### config.mk
export PLATFORM = sky130hd
export DESIGN_NAME = vga_timing_ctrl
export DESIGN_NICKNAME = d
export VERILOG_FILES = /design/src/rtl/vga_timing_ctrl_pkg.sv /design/src/rtl/vga_delay_line.sv /design/src/rtl/vga_timing_ctrl.sv
export SDC_FILE = /design/constraint.sdc
export NUM_CORES = 1
export LEC_CHECK = 0
export BUFFER_PORTS_ARGS = -buffer_cell sky130_fd_sc_hd__buf_2
export CAP_MARGIN = 10
export CORE_ASPECT_RATIO = 0.75
export CORE_UTILIZATION = 63
export CTS_BUF_LIST = sky130_fd_sc_hd__clkbuf_8
export DETAILED_ROUTE_END_ITERATION = 10
export MAX_ROUTING_LAYER = met4
export PLACE_DENSITY_LB_ADDON = 0.3
export SLEW_MARGIN = 20
export SYNTH_ARGS = -nofsm -noshare
export SYNTH_HDL_FRONTEND = slang
export SYNTH_HIERARCHICAL = 1
export SYNTH_SLANG_ARGS = --single-unit
### constraint.sdc
create_clock -name clk_i -period 4.25 [get_ports clk_i]
set_input_delay 0.2125 -clock clk_i [delete_from_list [all_inputs] [get_ports clk_i]]
set_output_delay 0.2125 -clock clk_i [all_outputs]
set_load 0.1 [all_outputs]
### src/rtl/vga_timing_ctrl_pkg.sv
// Shared types, 640x480@60 timing defaults and width helper for the VGA raster controller.
package vga_timing_ctrl_pkg;

    localparam int VGA_H_SYNC   = 96;
    localparam int VGA_H_BP     = 48;
    localparam int VGA_H_LBORD  = 0;
    localparam int VGA_H_ACTIVE = 640;
    localparam int VGA_H_RBORD  = 0;
    localparam int VGA_H_FP     = 16;
    localparam int VGA_V_SYNC   = 2;
    localparam int VGA_V_BP     = 33;
    localparam int VGA_V_TBORD  = 0;
    localparam int VGA_V_ACTIVE = 480;
    localparam int VGA_V_BBORD  = 0;
    localparam int VGA_V_FP     = 10;

    // Control bits that travel alongside the frame-buffer fetch.
    typedef struct packed {
        logic hs;
        logic vs;
        logic de;
        logic border;
        logic fs;
        logic ls;
    } vga_ctl_t;

    // Width of a field holding 0..n-1, never narrower than one bit.
    function automatic int clog2_min1(input int n);
        return (n <= 2) ? 1 : $clog2(n);
    endfunction

endpackage

### src/rtl/vga_delay_line.sv
// WIDTH x DEPTH shift register advancing on ce, cleared by async reset; DEPTH=0 is a wire.
module vga_delay_line #(
    parameter int WIDTH = 1,
    parameter int DEPTH = 1
) (
    input  logic             clk_i,
    input  logic             rst_i,
    input  logic             ce_i,
    input  logic [WIDTH-1:0] din_i,
    output logic [WIDTH-1:0] dout_o
);

    generate
        if (DEPTH == 0) begin : g_pass
            logic unused_ok;
            assign unused_ok = &{1'b0, clk_i, rst_i, ce_i};
            assign dout_o    = din_i;
        end else begin : g_shift
            logic [DEPTH-1:0][WIDTH-1:0] stage_q, stage_d;

            always_comb begin
                stage_d = stage_q;
                if (ce_i) begin
                    stage_d[0] = din_i;
                    for (int i = 1; i < DEPTH; i++) stage_d[i] = stage_q[i-1];
                end
            end

            always_ff @(posedge clk_i or posedge rst_i) begin
                if (rst_i) stage_q <= '0;
                else       stage_q <= stage_d;
            end

            assign dout_o = stage_q[DEPTH-1];
        end
    endgenerate

endmodule

### src/rtl/vga_timing_ctrl.sv
// Parametrised VGA raster controller: counters, region decode, frame-buffer request port,
// and an output register aligned to the fetch latency through vga_delay_line.
module vga_timing_ctrl
    import vga_timing_ctrl_pkg::*;
#(
    parameter int H_SYNC     = VGA_H_SYNC,
    parameter int H_BP       = VGA_H_BP,
    parameter int H_LBORD    = VGA_H_LBORD,
    parameter int H_ACTIVE   = VGA_H_ACTIVE,
    parameter int H_RBORD    = VGA_H_RBORD,
    parameter int H_FP       = VGA_H_FP,
    parameter int V_SYNC     = VGA_V_SYNC,
    parameter int V_BP       = VGA_V_BP,
    parameter int V_TBORD    = VGA_V_TBORD,
    parameter int V_ACTIVE   = VGA_V_ACTIVE,
    parameter int V_BBORD    = VGA_V_BBORD,
    parameter int V_FP       = VGA_V_FP,
    parameter bit H_SYNC_POL = 1'b0,
    parameter bit V_SYNC_POL = 1'b0,
    parameter int COLOR_BITS = 1,
    parameter logic [3*COLOR_BITS-1:0] BORDER_RGB = '1,
    parameter int FETCH_LAT  = 1
) (
    input  logic                              clk_i,
    input  logic                              rst_i,
    input  logic                              pix_ce_i,
    output logic                              req_o,
    output logic [clog2_min1(H_ACTIVE)-1:0]   x_o,
    output logic [clog2_min1(V_ACTIVE)-1:0]   y_o,
    input  logic [3*COLOR_BITS-1:0]           pix_data_i,
    output logic [COLOR_BITS-1:0]             red_o,
    output logic [COLOR_BITS-1:0]             green_o,
    output logic [COLOR_BITS-1:0]             blue_o,
    output logic                              hsync_o,
    output logic                              vsync_o,
    output logic                              de_o,
    output logic                              frame_start_o,
    output logic                              line_start_o
);

    localparam int X_W     = clog2_min1(H_ACTIVE);
    localparam int Y_W     = clog2_min1(V_ACTIVE);
    localparam int H_TOTAL = H_SYNC + H_BP + H_LBORD + H_ACTIVE + H_RBORD + H_FP;
    localparam int V_TOTAL = V_SYNC + V_BP + V_TBORD + V_ACTIVE + V_BBORD + V_FP;
    localparam int H_VIS0  = H_SYNC + H_BP;
    localparam int H_ACT0  = H_VIS0 + H_LBORD;
    localparam int H_ACT1  = H_ACT0 + H_ACTIVE;
    localparam int H_VIS1  = H_ACT1 + H_RBORD;
    localparam int V_VIS0  = V_SYNC + V_BP;
    localparam int V_ACT0  = V_VIS0 + V_TBORD;
    localparam int V_ACT1  = V_ACT0 + V_ACTIVE;
    localparam int V_VIS1  = V_ACT1 + V_BBORD;
    // One spare count of headroom so region bounds equal to the total still fit.
    localparam int HC_W    = clog2_min1(H_TOTAL + 1);
    localparam int VC_W    = clog2_min1(V_TOTAL + 1);

    generate
        if (H_ACTIVE <= 0 || V_ACTIVE <= 0 || H_SYNC <= 0 || V_SYNC <= 0 ||
            FETCH_LAT < 0 || FETCH_LAT > 4 || COLOR_BITS < 1 || COLOR_BITS > 8) begin : g_bad_cfg
            $error("vga_timing_ctrl: illegal timing/latency/colour parameters");
        end
    endgenerate

    logic [HC_W-1:0] hcnt_q, hcnt_d;
    logic [VC_W-1:0] vcnt_q, vcnt_d;

    always_comb begin
        hcnt_d = hcnt_q;
        vcnt_d = vcnt_q;
        if (pix_ce_i) begin
            if (hcnt_q == HC_W'(H_TOTAL - 1)) begin
                hcnt_d = '0;
                vcnt_d = (vcnt_q == VC_W'(V_TOTAL - 1)) ? '0 : vcnt_q + VC_W'(1);
            end else begin
                hcnt_d = hcnt_q + HC_W'(1);
            end
        end
    end

    always_ff @(posedge clk_i or posedge rst_i) begin
        if (rst_i) begin
            hcnt_q <= '0;
            vcnt_q <= '0;
        end else begin
            hcnt_q <= hcnt_d;
            vcnt_q <= vcnt_d;
        end
    end

    // Pure decode of the live counters, so the wrap tick already carries the new region.
    logic h_act, v_act, h_vis, v_vis;
    vga_ctl_t ctl_in, ctl_tap;

    assign h_act = (hcnt_q >= HC_W'(H_ACT0)) && (hcnt_q < HC_W'(H_ACT1));
    assign v_act = (vcnt_q >= VC_W'(V_ACT0)) && (vcnt_q < VC_W'(V_ACT1));
    assign h_vis = (hcnt_q >= HC_W'(H_VIS0)) && (hcnt_q < HC_W'(H_VIS1));
    assign v_vis = (vcnt_q >= VC_W'(V_VIS0)) && (vcnt_q < VC_W'(V_VIS1));

    assign req_o = h_act && v_act;
    assign x_o   = req_o ? X_W'(hcnt_q - HC_W'(H_ACT0)) : '0;
    assign y_o   = req_o ? Y_W'(vcnt_q - VC_W'(V_ACT0)) : '0;

    always_comb begin
        ctl_in        = '0;
        ctl_in.hs     = hcnt_q < HC_W'(H_SYNC);
        ctl_in.vs     = vcnt_q < VC_W'(V_SYNC);
        ctl_in.de     = req_o;
        ctl_in.border = h_vis && v_vis && !req_o;
        ctl_in.ls     = hcnt_q == '0;
        ctl_in.fs     = (hcnt_q == '0) && (vcnt_q == '0);
    end

    vga_delay_line #(
        .WIDTH ($bits(vga_ctl_t)),
        .DEPTH (FETCH_LAT)
    ) u_dly (
        .clk_i  (clk_i),
        .rst_i  (rst_i),
        .ce_i   (pix_ce_i),
        .din_i  (ctl_in),
        .dout_o (ctl_tap)
    );

    logic [3*COLOR_BITS-1:0] rgb_q, rgb_d;
    logic hsync_q, hsync_d, vsync_q, vsync_d, de_q, de_d, fs_q, fs_d, ls_q, ls_d;

    always_comb begin
        rgb_d   = rgb_q;
        hsync_d = hsync_q;
        vsync_d = vsync_q;
        de_d    = de_q;
        fs_d    = fs_q;
        ls_d    = ls_q;
        if (pix_ce_i) begin
            rgb_d = '0;
            if (ctl_tap.de)          rgb_d = pix_data_i;
            else if (ctl_tap.border) rgb_d = BORDER_RGB;
            hsync_d = ctl_tap.hs ? H_SYNC_POL : ~H_SYNC_POL;
            vsync_d = ctl_tap.vs ? V_SYNC_POL : ~V_SYNC_POL;
            de_d    = ctl_tap.de;
            fs_d    = ctl_tap.fs;
            ls_d    = ctl_tap.ls;
        end
    end

    always_ff @(posedge clk_i or posedge rst_i) begin
        if (rst_i) begin
            rgb_q   <= '0;
            hsync_q <= ~H_SYNC_POL;
            vsync_q <= ~V_SYNC_POL;
            de_q    <= 1'b0;
            fs_q    <= 1'b0;
            ls_q    <= 1'b0;
        end else begin
            rgb_q   <= rgb_d;
            hsync_q <= hsync_d;
            vsync_q <= vsync_d;
            de_q    <= de_d;
            fs_q    <= fs_d;
            ls_q    <= ls_d;
        end
    end

    assign {red_o, green_o, blue_o} = rgb_q;
    assign hsync_o       = hsync_q;
    assign vsync_o       = vsync_q;
    assign de_o          = de_q;
    assign frame_start_o = fs_q;
    assign line_start_o  = ls_q;

endmodule
Yosys cells after proc, flatten, opt, wreduce, memory -nomap -nowiden
Cells that the tools add are included.

storage, ports and cells
  register bits = 33
  input bits = 6

operators by class
  add/sub/neg operators = 4
  $lt $le $gt $ge = 6
  equal/unequal tests = 2
  mux-type cells = 7
  reductions and logical operators = 7

operator list
  cell                   number
  $mux 10                3
  $add 10x1->10 const B  2
  $eq 10x10->1 const B   2
  $logic_not 10->1       2
  $lt 10x10->1 const B   2
  $ge 10x6->1 const B    1
  $ge 10x8->1 const B    1
  $lt 10x2->1 const B    1
  $lt 10x7->1 const B    1
  $sub 10x8->10 const B  1
  $mux 9                 1
  $sub 9x6->9 const B    1
  $logic_and 1x1->1      4
  $mux 3                 1
  $mux 1                 2
  $reduce_and 2->1       1

Longest topological paths before layout
Gate-level depths: netlist (run 1).

  depth in word-level cells = 4
  depth in mapped cells = 8
  mapped depth without buffers = 7

Hierarchy
The synthesis (run 1) kept the hierarchy.

by module, submodules not included
  module           times used  cells an instance  area each (um^2)  seq. area each (um^2)
  vga_timing_ctrl  1           211                1,933.1           703.2
  vga_delay_line   1           14                 255.2             150.1

Least setup slack after synthesis (run 1)
Ideal clock, no wire load.

  kind = register -> output
  start = reg vcnt_q[6]
  end = out y_o[2]
  arrival = 3,602 ps
  path slack = 436 ps
  cell stages (with the launch flop) = 6
  path buffers = 1
  path through = dfrtp_1 -> buf_6 -> or4_4 -> o31ai_4 -> o2111ai_4 -> nor3_1

between the ends
  longest elaborated chain between the ends = 4

ends and longest elaborated chain
  item                                                RTL line                source
  start: declaration                                  vga_timing_ctrl.sv:65   logic [VC_W-1:0] vcnt_q, vcnt_d;
  start signal: assignment                            vga_timing_ctrl.sv:86   vcnt_q <= vcnt_d;
  $ge 10x6->1 / $lt 10x10->1 (equally long branches)  vga_timing_ctrl.sv:95   assign v_act = (vcnt_q >= VC_W'(V_ACT0)) && (vcnt_q < VC_W'(V_ACT1));
  $logic_and 1x1->1 *                                 vga_timing_ctrl.sv:95
  $logic_and 1x1->1 *                                 vga_timing_ctrl.sv:99   assign req_o = h_act && v_act;
  $mux 9 *                                            vga_timing_ctrl.sv:101  assign y_o = req_o ? Y_W'(vcnt_q - VC_W'(V_ACT0)) : '0;
  end: declaration                                    vga_timing_ctrl.sv:29   output logic [clog2_min1(V_ACTIVE)-1:0] y_o,

Mark *: on every way between the ends. The rest lies on a longest branch, timed or not.

Final worst setup path (run 1)
  start = reg vcnt_q[0]
  end = out y_o[1]

between the ends
  longest elaborated chain between the ends = 4

ends and longest elaborated chain
  item                                                RTL line
  $ge 10x6->1 / $lt 10x10->1 (equally long branches)  vga_timing_ctrl.sv:95
  $logic_and 1x1->1                                   vga_timing_ctrl.sv:95
  $logic_and 1x1->1                                   vga_timing_ctrl.sv:99
  $mux 9 *                                            vga_timing_ctrl.sv:101

Marked as above.

==> results of run 1 <==
==> synth_stat cells (4+ instances only) <==
cell type | number | area share (%)
a21o_1 | 6 | 2.1
a21oi_1 | 9 | 2.1
a22o_1 | 4 | 1.6
and3_1 | 5 | 1.4
buf_6 | 6 | 3.1
clkbuf_1 | 5 | 0.86
dfrtp_1 | 32 | 37
ha_1 | 8 | 4.6
inv_1 | 13 | 2.2
mux2_2 | 4 | 2.1
mux2_4 | 6 | 4.1
nand2_1 | 12 | 2.1
nor2_1 | 32 | 5.5
nor3_1 | 6 | 1.4
nor4b_1 | 5 | 2.0
o21ai_0 | 8 | 1.8
xnor2_1 | 14 | 5.6
==> metrics by stage <==
step	setup WS, ps	cell area (um^2)
2_1_floorplan	436	2190
3_3_place_gp	1640	2270
3_5_place_dp	1590	2270
4_1_cts	1260	2400
5_1_grt	982	2400
6_report	1240	2400
==> worst reg2reg max path: stages (launching register included) <==
cell	delay, ps
dfrtp_1	450
ha_1	350
o41ai_1	500
nand3_1	220
o2111ai_4	280
inv_1	210
mux2_4	310
==> final cells by class <==
type	count	area share [%]
Clock buffer	6	3.44
Tap cell	40	2.09
Multi-Input combinational cell	161	48.3
Timing Repair Buffer	34	7.31
Clock inverter	1	1.25
Inverter	13	2.04
Sequential cell	34	35.6
==> worst max-delay path by stage <==
| stage | cells past startpoint | slack (ps) | end |
|---|---|---|---|
| floorplan | 5 | 440 | y_o[2] |
| global placement | 7 | 1640 | y_o[1] |
| detailed placement | 7 | 1590 | y_o[1] |
| CTS | 7 | 1260 | y_o[1] |
| global route | 7 | 980 | y_o[1] |
| finish | 7 | 1240 | y_o[1] |
==> sequential cells by signal, indices dropped and copies added, names as in the netlist <==
name / flops
vcnt_q: 10
u_dly/dout_o: 6
hcnt_q: 10
de_o: 1
line_start_o: 1
hsync_o: 1
vsync_o: 1
frame_start_o: 1
rgb_q: 3
==> timing repair <==
action,4_1_cts,5_1_grt
setup buffers,0,0
endpoints found under the hold margin,6,0
resized for setup,0,0
hold buffers,1,0
==> layer usage <==
metal  vias to the layer above  part of all wire (%)  global-route usage [%]
met1                       822                    49                    37.2
met3                         2                   3.9                    4.57
met2                        36                    46                    36.9
li1                        819                     -                       -
met5                         -                     0                       -
met4                         0                  0.28                    7.33
==> cells by family after synthesis <==
group	after synthesis	share of synthesized area, %
compound gates	35	12.2
xor+xnor	17	6.80
fa+ha+maj	8	4.57
buf+inv	30	8.12
flops	34	39.0
mux	12	7.09
other cells	1	0.171
simple gates	88	22.0
==> report_power, final <==
group          switching, mW  total [mW]  internal [mW]
sequential            0.0613       0.431          0.369
combinational          0.144       0.227         0.0826
clock                  0.115       0.302          0.188
total                  0.320       0.959          0.639
==> results.txt, run 1 <==
Worst R2R Setup Slack -> 1820 ps
Crit path launch -> vcnt_q[0]$_DFFE_PP0P_
Nets -> 263
Core Region -> 3310 um^2
Final wirelength -> 4.32 mm
Root Driver -> clkbuf_8
Most frequent cells in the layout -> 33 x buf_2, 32 x nor2_1, 32 x dfrtp_1
Initial antenna violation count -> 0
Inst Count DP -> 281
Worst reg2reg path startpoint -> vcnt_q[0]$_DFFE_PP0P_
Largest net degree at the start of global routing -> 29
Number of synthesized flops with an enable pin -> 0
Kind of end point of the critical path -> primary output
CP max FO -> 18
Hold EP -> rgb_q[2]$_DFFE_PP0P_
CP cell instances -> ha_1 > o41ai_1 > nand3_1 > o2111ai_4 > inv_1 > and2_1 > buf_2
Fmax -> 332 MHz
Net Count, Synth -> 239
TNS Setup -> 0 ps
Setup violations, final -> 0
First-pass GRT wire length -> 7.02 mm
Final Hold Viols -> 0
IO Port Bufs -> 33
# H-tree levels -> 2
Tmin final -> 3010 ps
GPL Wtd Cong -> 0.884
TritonCTS clock tree -> done
Crit path max-delay family -> compound AO/OA/AOI/OAI gates
Syn-to-layout area delta -> 9.55%
Arr. time, crit path -> 2800 ps
Tightest Pin Transition -> 658 ps
Clk buf depth -> 2
DR vias -> 1,679
Die Wd -> 70.1 um
Slew HR -> 55.8%
Async SR Flop Fraction -> 100%
Delay of the slowest critical-path stage -> 500 ps
Drt initial violations -> 82
Setup Skew -> 7.96 ps
Leakage power -> 1.21 nW
Power per cell area -> 400 nW/um^2
Residual DRC -> 0
Synth Register Bits -> 34
Yosys warnings -> 6
Max Slew Vio Count -> 0
HPWL Detailed -> 2.93 mm
Hold Path Stages -> 3
R2R depth -> 6
Run status -> finished clean
Crit path buf inv count -> 2
Skew-Pair Late Insertion Delay -> 280 ps
Global-route congestion overflow total -> 0
Slowest stage cell, crit path -> o41ai_1
Syn Inst Count -> 225
Post-route ant nets -> 0
Die Area -> 3720 um^2
Number of global-route vias before repair -> 1,428
Die Ht -> 53.0 um
Multi-input gate area -> 1160 um^2
DR vias/cell -> 5.81
Clk sink count -> 34
Final hold slack -> 234 ps
Sequential Area -> 853 um^2
Syn Std Cell Area -> 2190 um^2
Top FF cell, synth -> dfrtp_1
Ant. Diodes -> 0
Fraction of layout cells with a size suffix above 1 -> 24.9%
Power, Total -> 959 uW
CTS Buf Count -> 5
RSZ-0062 raised after global routing -> false
Crit path kind -> reg -> out
I/O pins -> 34
Reg2reg end -> u_dly/dout_o[3]$_DFFE_PP0P_
Gr usage total -> 25.6%
Post-Syn Area per Cell -> 9.73 um^2
Startpoint types -> flop
Non-Filler Instances -> 289
Path category of the worst min-delay check -> in -> reg
Commonest non-fill, non-tap cell in the layout -> buf_2
Filler cell count -> 240
Initial Util -> 66.1%
Synth unique cells -> 49
# rows -> 18
Post-route core utilization -> 72.4%
Drt pass-1 iters -> 4
Clk pin slew, worst setup/hold paths -> 70 ps
Final Cycle Share -> 70.8%
WP data required -> 4040 ps
Routed WL per cell -> 15.0 um
Max rail drop VDD -> 0.283 mV
Register area share after synthesis -> 39.0%
Max Cap Violations -> 0
Hold_sp -> pix_data_i[2]
Power figures use the tool's default switching activity.
==> run 2: changes to the inputs <==
--- a/config.mk
+++ b/config.mk
@@ -8,7 +8,7 @@
 export BUFFER_PORTS_ARGS = -buffer_cell sky130_fd_sc_hd__buf_2
 export CAP_MARGIN = 10
 export CORE_ASPECT_RATIO = 0.75
-export CORE_UTILIZATION = 63
+export CORE_UTILIZATION = 53
 export CTS_BUF_LIST = sky130_fd_sc_hd__clkbuf_8
 export DETAILED_ROUTE_END_ITERATION = 10
 export MAX_ROUTING_LAYER = met4
==> constraint.sdc (replaced) <==
create_clock -name clk_i -period 2.7 [get_ports clk_i]
set_input_delay 0.135 -clock clk_i [delete_from_list [all_inputs] [get_ports clk_i]]
set_output_delay 0.135 -clock clk_i [all_outputs]
set_load 0.1 [all_outputs]
==> results.txt, run 2 (same netlist as run 1, synthesis figures left out) <==
Post CTS Setup Buffer Count -> 0
Residual DRC -> 0
HPWL Detailed -> 3.35 mm
Die Wd -> 76.2 um
Clk network pwr share -> 34.3%
Crit path kind -> reg -> out
Path category of the worst min-delay check -> in -> reg
Kind of end point of the critical path -> primary output
# H-tree levels -> 2
Max Cap Violations -> 0
Combinational power share -> 25.8%
Slew HR -> 53.7%
Nets -> 275
GPL Wtd Cong -> 0.978
TritonCTS clock tree -> done
Initial Util -> 57.5%
# rows -> 19
Gr usage total -> 23.2%
Place WS -> 279 ps
Most frequent cells in the layout -> 32 x nor2_1, 31 x dfrtp_1, 20 x buf_2
Placed Area -> 2420 um^2
Drt pass-1 iters -> 4
Final Hold Viols -> 0
Root Driver -> clkbuf_8
Max Slew Vio Count -> 0
Die Area -> 4390 um^2
Core Region -> 3800 um^2
Final instance area -> 2630 um^2
Drt initial violations -> 127
Register share of total power -> 39.8%
Max rail drop VDD -> 0.523 mV
Cell Int Power -> 1.10 mW
P_sw -> 546 uW
Power per cell area -> 626 nW/um^2
Commonest non-fill, non-tap cell in the layout -> nor2_1
Power, Total -> 1.65 mW
Clk buf depth -> 2
Setup Skew -> 3.03 ps
Global-route congestion overflow total -> 0
Initial antenna violation count -> 0
Largest net degree at the start of global routing -> 29
Leakage power -> 1.29 nW
Switching Share -> 33.2%
Run status -> finished clean
Fmax -> 390 MHz
Final WS setup -> 133 ps
I/O pins -> 34
Number of global-route vias before repair -> 1,566
CTS Buf Count -> 5
Filler cell count -> 303
Tmin final -> 2570 ps
Final wirelength -> 4.85 mm
WP data required -> 2570 ps
Arr. time, crit path -> 2430 ps
Fraction of layout cells with a size suffix above 1 -> 31.3%
Syn-to-layout area delta -> 20.2%
Die Ht -> 57.7 um
Routed WL per cell -> 15.5 um
Post-route ant nets -> 0
Tightest Pin Transition -> 689 ps
RSZ-0062 raised after global routing -> false
Final hold slack -> 138 ps
CP max FO -> 10
DR vias -> 1,766
Clk pin slew, worst setup/hold paths -> 70 ps
IO Port Bufs -> 33
Setup violations, final -> 0
First-pass GRT wire length -> 7.49 mm
Clk sink count -> 34
Ant. Diodes -> 0
Skew-Pair Late Insertion Delay -> 290 ps
Startpoint types -> flop
DR vias/cell -> 5.62
Final Cycle Share -> 95.1%
==> run 2: through the flow <==
| stage | setup TNS [ps] | instances | util (%) |
|---|---|---|---|
| floorplan | -5700 | 225 | - |
| global placement | 0 | 304 | 63.6 |
| detailed placement | 0 | 304 | 63.6 |
| CTS | 0 | 313 | 68.1 |
| global route | 0 | 314 | 69.2 |
| finish | 0 | 314 | 69.2 |
==> run 2: worst paths after layout <==
path	start	endpoint	slack [ps]	depth (start not counted)
worst max-delay path	vcnt_q[6]$_DFFE_PP0P_	y_o[2]	130	6
max in group asynchronous	rst_i	vcnt_q[6]$_DFFE_PP0P_	1830	3
worst min register to register	u_dly/dout_o[5]$_DFFE_PP0P_	hsync_o$_DFFE_PP1P_	420	1
min in group asynchronous	rst_i	u_dly/dout_o[2]$_DFFE_PP0P_	310	3
worst max register to register	vcnt_q[6]$_DFFE_PP0P_	vcnt_q[0]$_DFFE_PP0P_	360	4
worst min-delay path	pix_data_i[2]	rgb_q[2]$_DFFE_PP0P_	140	3
==> run 2: routing by layer <==
metal / routed length [um] / track usage, % / vias up
met3: 195 / 5.51 / 6
li1: - / - / 852
met4: 37 / 6.59 / 0
met5: 0 / - / -
met1: 2370 / 32.3 / 856
met2: 2250 / 34.3 / 52
==> run 2: timing repair <==
action / 4_1_cts / 5_1_grt
endpoints found under the hold margin: 6 / 0
resized for setup: 10 / 6
setup endpoints to repair: 10 / 13
pin swaps: 0 / 2
hold buffers: 1 / 0
cloned: 0 / 1
==> run 2: worst max-delay path: stages, from the launching register on <==
cell and delay, ps:
dfrtp_2 460, or4_4 580, o31ai_4 280, o2111ai_4 200
buf_6 190, nor3_2 230, buf_12 210
==> run 2: power groups by stage <==
| stage | logic, mW | clock network, mW | registers [mW] |
|---|---|---|---|
| finish | 0.425 | 0.566 | 0.656 |
| global route | 0.467 | 0.597 | 0.668 |
| CTS | 0.417 | 0.569 | 0.656 |
| detailed placement | 0.411 | 0 | 0.664 |
| global placement | 0.405 | 0 | 0.664 |
| floorplan | 0.246 | 0 | 0.727 |
==> run 2: cell type report <==
type | count | area, um^2 | share of cell area (%)
Timing Repair Buffer | 45 | 323 | 12.3
Multi-Input combinational cell | 162 | 1200 | 45.7
Sequential cell | 34 | 855 | 32.5
Clock inverter | 3 | 68.8 | 2.62
Clock buffer | 5 | 68.8 | 2.62
Tap cell | 52 | 65.1 | 2.47
Inverter | 13 | 48.8 | 1.85
